===== src/rtl/vx_credit_gate_pkg.sv =====
// VX_credit_pkg: shared types and constants for the credit gate slice.
// Imported by vx_credit_counter and vx_credit_gate.
package VX_credit_pkg;

  typedef enum logic [1:0] {
    RUN   = 2'd0,
    DRAIN = 2'd1,
    DONE  = 2'd2
  } crd_state_t;

  localparam int PERF_CTR_W = 32;

endpackage


===== src/rtl/vx_credit_gate_counter.sv =====
// vx_credit_counter: credit register, next-count arithmetic and idle flag.
// Overflow/underflow checks are simulation-only immediate assertions.
module vx_credit_counter
  import VX_credit_pkg::*;
#(
  parameter int CREDITS = 4,
  parameter int RETW    = 1,
  parameter int CNTW    = $clog2(CREDITS + 1)
) (
  input  logic            clk,
  input  logic            reset,
  input  logic            fire,
  input  logic [RETW-1:0] crd_ret,
  output logic [CNTW-1:0] credits,
  output logic            idle
);

  localparam logic [CNTW-1:0] FULL   = CNTW'(CREDITS);
  localparam logic [CNTW:0]   FULL_W = (CNTW + 1)'(CREDITS);

  logic [CNTW-1:0] credits_n;
  logic [CNTW:0]   credits_w;

  // credits_w carries one spare bit so a wrapped sum is still visible
  always_comb begin
    credits_n = credits - CNTW'(fire) + CNTW'(crd_ret);
    credits_w = {1'b0, credits} - (CNTW + 1)'(fire)
              + (CNTW + 1)'(crd_ret);
  end

  always_ff @(posedge clk) begin
    if (reset) begin
      credits <= FULL;
      idle    <= 1'b1;
    end else begin
      credits <= credits_n;
      idle    <= (credits_n == FULL);
    end
  end

`ifndef SYNTHESIS
  always_ff @(posedge clk) begin
    if (!reset) begin
      assert (credits_w <= FULL_W)
        else $error("credit overflow");
      assert (!(fire && credits == '0))
        else $error("credit underflow");
    end
  end
`endif

endmodule


===== src/rtl/vx_credit_gate.sv =====
// vx_credit_gate: credit-gated valid/ready transmit path with flush FSM.
// Define CREDIT_GATE_PERF_EN to add the perf_stalls counter port.
module vx_credit_gate
  import VX_credit_pkg::*;
#(
  parameter int CREDITS = 4,
  parameter int RETW    = 1,
  parameter int DATAW   = 32,
  parameter int CNTW    = $clog2(CREDITS + 1)
) (
  input  logic             clk,
  input  logic             reset,
  input  logic             in_valid,
  input  logic [DATAW-1:0] in_data,
  output logic             in_ready,
  output logic             out_valid,
  output logic [DATAW-1:0] out_data,
  input  logic             out_ready,
  input  logic [RETW-1:0]  crd_ret,
  input  logic             flush_req,
  output logic             flush_done,
  output logic [CNTW-1:0]  credits,
  output logic             idle
`ifdef CREDIT_GATE_PERF_EN
  ,
  output logic [PERF_CTR_W-1:0] perf_stalls
`endif
);

  localparam logic [CNTW-1:0] FULL = CNTW'(CREDITS);

  crd_state_t state, state_n;
  logic       has_crd;
  logic       fire;

  assign has_crd  = (credits != '0);
  assign out_data = in_data;
  assign fire     = out_valid & out_ready;

  // gating uses only the registered count, never crd_ret
  always_comb begin
    state_n   = state;
    out_valid = 1'b0;
    in_ready  = 1'b0;
    unique case (state)
      RUN: begin
        out_valid = in_valid & has_crd & ~reset;
        in_ready  = out_ready & has_crd & ~reset;
        if (flush_req) state_n = DRAIN;
      end
      DRAIN: begin
        if (credits == FULL) state_n = DONE;
      end
      DONE: begin
        state_n = RUN;
      end
      default: begin
        state_n = RUN;
      end
    endcase
  end

  always_ff @(posedge clk) begin
    if (reset) state <= RUN;
    else       state <= state_n;
  end

  assign flush_done = (state == DONE) & ~reset;

  vx_credit_counter #(
    .CREDITS (CREDITS),
    .RETW    (RETW),
    .CNTW    (CNTW)
  ) u_cnt (
    .clk     (clk),
    .reset   (reset),
    .fire    (fire),
    .crd_ret (crd_ret),
    .credits (credits),
    .idle    (idle)
  );

`ifdef CREDIT_GATE_PERF_EN
  always_ff @(posedge clk) begin
    if (reset)
      perf_stalls <= '0;
    else if (state == RUN && in_valid && !has_crd)
      perf_stalls <= perf_stalls + PERF_CTR_W'(1);
  end
`endif

endmodule


===== config.mk =====
export PLATFORM = sky130hd
export DESIGN_NAME = vx_credit_gate
export DESIGN_NICKNAME = d
export VERILOG_FILES = /design/src/rtl/vx_credit_gate_pkg.sv /design/src/rtl/vx_credit_gate_counter.sv /design/src/rtl/vx_credit_gate.sv
export SDC_FILE = /design/constraint.sdc
export NUM_CORES = 1
export LEC_CHECK = 0
export ABC_AREA = 1
export ABC_CLOCK_PERIOD_IN_PS = 2310
export CAP_MARGIN = 20
export CORE_MARGIN = 4
export CORE_UTILIZATION = 25
export DETAILED_ROUTE_END_ITERATION = 7
export PLACE_DENSITY = 0.85
export REMOVE_ABC_BUFFERS = 1
export SETUP_SLACK_MARGIN = 0.1
export SLEW_MARGIN = 20
export SYNTH_ARGS = -nofsm -noshare
export SYNTH_HDL_FRONTEND = slang
export SYNTH_SLANG_ARGS = --single-unit

===== constraint.sdc =====
create_clock -name clk -period 2.31 [get_ports clk]
set_input_delay 0.3465 -clock clk [delete_from_list [all_inputs] [get_ports clk]]
set_output_delay 0.3465 -clock clk [all_outputs]
set_load 0.01 [all_outputs]

==> flow_metrics.py, run 1 <==
metrics = {
    "run_status": {
        "status": "complete, no violations",
    },
    "floorplan": {
        "die_area_um2": 3160,
        "start_util_pct": 26.2,
        "fp.dieH_um": 56.2,
        "ios": 77,
        "fp.dieW_um": 56.2,
        "fp-row-count": 17,
        "core-area_um2": 2210,
    },
    "worst_setup_path": {
        "worstSetupEndpointType": "flop",
        "rr_worst_depth": 13,
        "cp_data_required_time_ns": 2.50,
        "path_class": "primary input to flop",
        "crit_arrival_ns": 2.23,
        "start_kind": "primary input",
        "crit_fanout": 2,
    },
    "sta": {
        "min_period_ns": 2.04,
        "fmax_mhz": 489,
        "grt_setup_unrepaired": "false",
        "worstMarginPinSlew_ns": 0.192,
        "slew_headroom_pct": 87.2,
        "post-route-worst-setup-slack_ns": 0.266,
        "slew_viol_final": 0,
        "finalCritPeriodShare_pct": 88.5,
        "finalHoldViolations": 0,
        "fin_skew_ns": 0.00854,
        "setup_viol": 0,
    },
    "synthesis": {
        "synth_area_um2": 581,
        "synth_most_common_cell": "buf_4",
        "async_flop_share_pct": 0,
        "yosys_warnings": 0,
        "synth_largest_area_cell": "buf_4",
        "ys_seq_area_share_pct": 20.7,
        "synth-seq-cells": 6,
        "synth-edff-count": 0,
        "netlist_top_cells_area": "buf_4 (41%), dfxtp_1 (21%), nand2_1 (8.4%), inv_1 (5.2%), nor2_1 (4.5%)",
        "netlist.area_leader.share_pct": 41.4,
        "synthFlopType": "dfxtp_1",
        "postSynthAreaPerCell_um2": 7.26,
        "synth_cells": 80,
        "netlist-cell-type-count": 14,
        "netlist_top_cells_count": "buf_4 (32), nand2_1 (13), inv_1 (8), nor2_1 (7), dfxtp_1 (6)",
    },
    "grt": {
        "track_usage_pct": 13.3,
        "antenna_found_initial": 0,
        "grt_overflow_total": 0,
        "grt_pass1_wl_um": 2790,
        "first_global_vias": 432,
        "grt_max_degree": 5,
    },
    "detailed_routing": {
        "drc": 0,
        "final_antenna_net_count": 0,
        "drtPass1Iterations": 3,
        "drt_wl_total_um": 2040,
        "via_count": 404,
        "vias_per_cell": 4.34,
        "wl_per_cell_um": 22.0,
        "drt_iter0_markers": 5,
    },
    "power": {
        "p_total_uw": 437,
        "p_leak_nw": 0.263,
        "powerDensity_nw_per_um2": 814,
        "peakVddDrop_mv": 0.280,
    },
    "place": {
        "place_ws_ns": -0.0372,
        "placedCellCount": 90,
        "portBuffers": 12,
        "dpl.hpwl_um": 1730,
        "gp_congestion": 0.707,
        "placed_area_um2": 510,
    },
    "clock_network": {
        "h-tree-depth": 1,
        "cts_buffers": 3,
        "cts_tree": "built",
        "worstSkewPairLatency_ns": 0.25,
        "cts_num_sinks": 6,
        "clk_pin_slew_ns": 0.05,
        "cts_hold_repair.buffers": 0,
        "cts_buffer_depth": 2,
        "root_buffer": "clkbuf_4",
    },
    "cells_and_area": {
        "area_delta_synth_final_pct": -7.54,
        "final_util_pct": 24.3,
        "diodes": 0,
        "finalNetCount": 108,
        "fin_area_um2": 537,
        "drive_gt1_share_pct": 18.5,
        "stdcell_count": 93,
    },
    "job": {
        "max_cap_violations": 0,
    },
    "hold_path": {
        "min_path_cells": 3,
        "hp-class": "primary input to flop",
    },
}
[sequential cells by signal, summed over array words and instances (netlist names)]
| signal | cells |
|---|---|
| u_cnt.credits | 3 |
| u_cnt.idle | 1 |
| state | 2 |
[what timing repair did]
item	in CTS	in global routing
gates resized for setup	0	2
endpoints found under the setup margin	0	1
buffers inserted	0	0
[per-layer routing]
layer / part of all wire (%) / global-route usage (%)
met2: 29 / 11.7
met4: 2.0 / 6.44
met3: 27 / 18.3
met5: 2.8 / 14.3
met1: 39 / 14.4
[power breakdown]
| part | switching (mW) | leakage (nW) | internal (mW) |
|---|---|---|---|
| sequential | 0.0203 | 0.0501 | 0.128 |
| clock | 0.0384 | 0.0138 | 0.0588 |
| combinational | 0.0967 | 0.200 | 0.0945 |
| total | 0.155 | 0.263 | 0.281 |
[metrics by stage]
stage | hold slack [ns] | TNS [ns]
finish | 0.461 | 0
global route | 0.474 | 0
CTS | 0.553 | 0
detailed placement | 0.531 | -0.0372
global placement | 0.523 | -0.00182
floorplan | 0.409 | 0
[path summary, 6_finish.rpt]
check	from	to	slack, ns
setup / recovery	in_valid	u_cnt.idle$_SDFF_PP1_	0.27
hold / removal	reset	u_cnt.credits[1]$_SDFF_PP0_	0.46
hold reg to reg	u_cnt.credits[2]$_SDFF_PP1_	state[1]$_SDFFE_PP0P_	0.55
setup reg to reg	u_cnt.credits[2]$_SDFF_PP1_	u_cnt.idle$_SDFF_PP1_	0.33
[kinds of logic after synthesis]
family	count (synthesis)	share of synthesized area (%)
AO/OA/AOI/OAI	2	2.59
flip-flops	6	20.7
AND/OR/NAND/NOR	27	21.1
buffers and inverters	42	47.8
adder cells (fa/ha/maj)	3	7.76
[layout by cell type (no fill, tap or decap), drive strengths merged]
cell and instances:
ha 2, dfxtp 6, inv 10, a31oi 1, clkbuf 3, a21oi 1, dlymetal6s2s 1, fa 1
nor2 9, nand2 13, clkdlybuf4s50 11, nand3 5, buf 2
[area by class of cell]
| class | instances | area, um^2 |
|---|---|---|
| timing repair buffer | 14 | 138 |
| sequential | 6 | 121 |
| fill | 252 | 1680 |
| clock buffer | 3 | 22.5 |
| inverter | 10 | 37.5 |
| multi-input combinational | 32 | 183 |
| tap | 28 | 35.0 |
[critical path, stage by stage]
cell	delay (ns)
clkdlybuf4s50_1	0.48
nand3_2	0.08
nor2_1	0.11
ha_1	0.22
inv_1	0.05
ha_1	0.14
inv_1	0.05
fa_1	0.50
inv_1	0.04
nor2_1	0.08
nand3_1	0.08
nand2_1	0.05
No activity file was read; power rests on OpenSTA's default activity.
==> run 2: changes to the inputs <==
PLACE_DENSITY = 0.84   (was 0.85)
SYNTH_HIERARCHICAL = 1   (was default)
==> run 2 against run 1 <==
  * Worst setup slack got worse by 0.048 ns
  * Critical path type unchanged
  * Largest cell class unchanged
  * Maximum frequency decreased by 2.3%
  * Critical endpoint is now u_cnt/idle$_SDFF_PP1_
  * Largest power group unchanged
  * Power increased by 3.4%
==> flow_metrics.py, run 2 <==
metrics = {
    "clock_network": {
        "cts_buffers": 3,
        "h-tree-depth": 1,
        "cts_tree": "built",
        "cts_hold_repair.buffers": 0,
        "cts_num_sinks": 6,
        "worstSkewPairLatency_ns": 0.25,
        "clk_pin_slew_ns": 0.05,
        "root_buffer": "clkbuf_4",
        "cts_buffer_depth": 2,
    },
    "detailed_routing": {
        "wl_met2_um": 629,
        "dr_wl_met3_um": 626,
        "m1WireLength_um": 771,
        "final_antenna_net_count": 0,
        "drtPass1Iterations": 5,
        "drc": 0,
        "wl_per_cell_um": 20.9,
        "via_count": 412,
        "routed.top_layer": "met3",
        "drt_iter0_markers": 11,
        "vias_per_cell": 4.25,
        "drt_wl_total_um": 2030,
    },
    "worst_setup_path": {
        "critPathSlowestCell": "fa_1",
        "cp_data_required_time_ns": 2.50,
        "worstSetupEndpoint": "u_cnt/idle$_SDFF_PP1_",
        "r2r_start": "u_cnt/credits[2]$_SDFF_PP1_",
        "crit_arrival_ns": 2.28,
        "worstSetupStartpoint": "in_valid",
        "ff2ff_setup_slack_ns": 0.25,
        "worstSetupEndpointType": "flop",
        "rr_worst_depth": 13,
        "start_kind": "primary input",
        "crit_chain": "clkdlybuf4s50_1, nand3_2, nor2_2, ha_1, inv_1, ha_1, inv_1, fa_1, inv_1, nor2_1, nand3_1, nand2_1",
        "r2r-end": "u_cnt/idle$_SDFF_PP1_",
        "max_stage_delay_ns": 0.51,
        "crit_fanout": 2,
        "path_class": "primary input to flop",
        "cpMostUsedCell": "inv_1",
    },
    "cells_and_area": {
        "top_regs": "u_cnt/credits x3, state x2, u_cnt/idle x1",
        "final_cell_mix": "nand2_1 (15), inv_1 (11), clkdlybuf4s50_1 (11)",
        "finalNetCount": 112,
        "diodes": 0,
        "largest_register_ff_count": 3,
        "final_common_cell": "nand2_1",
        "stdcell_count": 97,
        "drive_gt1_share_pct": 20.3,
        "top_register": "u_cnt/credits",
        "n_fill_cell": 256,
        "area_delta_synth_final_pct": -4.90,
        "multi_input_area_um2": 189,
        "seqCellArea_um2": 121,
    },
    "power": {
        "p_int_uw": 288,
        "pwr-share-seq_pct": 34.0,
        "pwr-share-clk_pct": 21.7,
        "power_frac_comb_pct": 44.3,
        "p_total_uw": 452,
        "p_leak_nw": 0.285,
        "peakVddDrop_mv": 0.213,
        "p_switching_uw": 164,
        "powerDensity_nw_per_um2": 809,
        "switching_share_pct": 36.3,
    },
    "sta": {
        "final.setup.tns_ns": 0,
        "finalCritPeriodShare_pct": 90.6,
        "slew_viol_final": 0,
        "grt_setup_unrepaired": "false",
        "min_period_ns": 2.09,
        "fmax_mhz": 478,
        "finalHoldViolations": 0,
        "hold_ws_ns": 0.423,
        "setup_viol": 0,
        "slew_headroom_pct": 88.8,
        "fin_skew_ns": 0.00774,
        "worstMarginPinSlew_ns": 0.168,
        "post-route-worst-setup-slack_ns": 0.218,
    },
    "job": {
        "max_cap_violations": 0,
    },
    "synthesis": {
        "synth_compound_area_share_pct": 2.99,
        "synth_area_um2": 587,
        "ys_seq_area_share_pct": 20.5,
        "postSynthAreaPerCell_um2": 7.07,
        "netlist_top_cells_count": "buf_4 (32), nand2_1 (15), inv_1 (12), nor2_1 (8), dfxtp_1 (6)",
        "netlist.area_leader.share_pct": 40.9,
        "netlist_top_cells_area": "buf_4 (41%), dfxtp_1 (20%), nand2_1 (9.6%), inv_1 (7.7%), nor2_1 (5.1%)",
        "synthAdderAreaFrac_pct": 7.68,
        "synth-edff-count": 0,
        "yosys_warnings": 6,
        "synth_largest_area_cell": "buf_4",
        "synth_xor_area_share_pct": 0,
        "netlist-cell-type-count": 11,
        "yosys.area_share.simple_pct": 20.3,
        "synth_most_common_cell": "buf_4",
        "synthFlopType": "dfxtp_1",
        "muxShareOfSynthArea_pct": 0,
        "synth_top_family_by_area": "buffers and inverters",
        "synth_cells": 83,
        "async_flop_share_pct": 0,
        "synth-seq-cells": 6,
    },
    "hold_path": {
        "hp-class": "primary input to flop",
    },
    "grt": {
        "first_global_vias": 417,
        "grt_pass1_wl_um": 2770,
        "grt_max_degree": 6,
        "antenna_found_initial": 0,
        "grt_overflow_total": 0,
        "track_usage_pct": 13.1,
    },
    "place": {
        "gp_congestion": 0.697,
        "portBuffers": 12,
        "place_ws_ns": -0.150,
        "placedCellCount": 93,
        "dpl.hpwl_um": 1700,
    },
    "floorplan": {
        "fp-row-count": 17,
        "fp.dieW_um": 56.5,
        "die_area_um2": 3190,
        "fp.dieH_um": 56.5,
        "start_util_pct": 26.3,
        "ios": 77,
        "core-area_um2": 2230,
    },
    "run_status": {
        "status": "complete, no violations",
    },
}
## run 2: cell types whose count changed in the layout (fill, tap and decap cells not counted), sizes merged
cell   previous run  this run
nor2              9        10
a21oi             1         2
a31oi             1         0
nand3             5         3
nand2            13        15
buf               2         3
inv              10        12
## run 2: worst max-delay path: cells and delay by family
family | cells | cell delay [ns]
adder cells (fa/ha/maj) | 3 | 0.88
buffers and inverters | 4 | 0.63
AND/OR/NAND/NOR | 5 | 0.42
## run 2: worst min-delay path by stage
stage	from	endpoint	cells past startpoint
finish	reset	state[1]$_SDFFE_PP0P_	4
detailed placement	u_cnt/credits[2]$_SDFF_PP1_	state[1]$_SDFFE_PP0P_	2
global placement	u_cnt/credits[2]$_SDFF_PP1_	state[1]$_SDFFE_PP0P_	2
global route	reset	state[1]$_SDFFE_PP0P_	4
floorplan	reset	state[0]$_SDFFE_PP0P_	1
CTS	u_cnt/credits[2]$_SDFF_PP1_	state[1]$_SDFFE_PP0P_	2
## run 2: cell families after synthesis
logic type,after synthesis
flops,6
fa+ha+maj,3
compound gates,2
simple gates,28
buf+inv,44
## run 2: what timing repair did
action                                  4_1_cts  5_1_grt
setup buffers                                 0        1
gates resized for setup                       1        4
endpoints found under the setup margin        1        2
pin swaps                                     0        1
## run 2: cell type report
type	count	area share, %
Timing Repair Buffer	15	26.0
Sequential cell	6	21.7
Inverter	12	8.07
Clock buffer	3	4.04
Tap cell	28	6.28
Multi-Input combinational cell	33	33.9
## run 2: power groups by stage
| stage | Sequential [mW] | Clock, mW | Combinational (mW) |
|---|---|---|---|
| 6_report | 0.153 | 0.0981 | 0.200 |
| 4_1_cts | 0.152 | 0.103 | 0.196 |
| 3_3_place_gp | 0.152 | 0 | 0.188 |
| 5_1_grt | 0.157 | 0.108 | 0.229 |
| 3_5_place_dp | 0.153 | 0 | 0.195 |
| 2_1_floorplan | 0.157 | 0 | 0.107 |
## run 2: stage by stage
stage	instance area, um^2	utilization [%]
after floorplan	347	-
after global placement	517	23.1
after detailed placement	517	23.1
after CTS	539	24.1
after global routing	558	25.0
final	558	25.0
## run 2: routing by layer
metal  vias up  track usage [%]
li1        185                -
met1       175             14.3
met2        52             10.9
met3         0             21.6
met4         0             4.07
met5         -             1.79
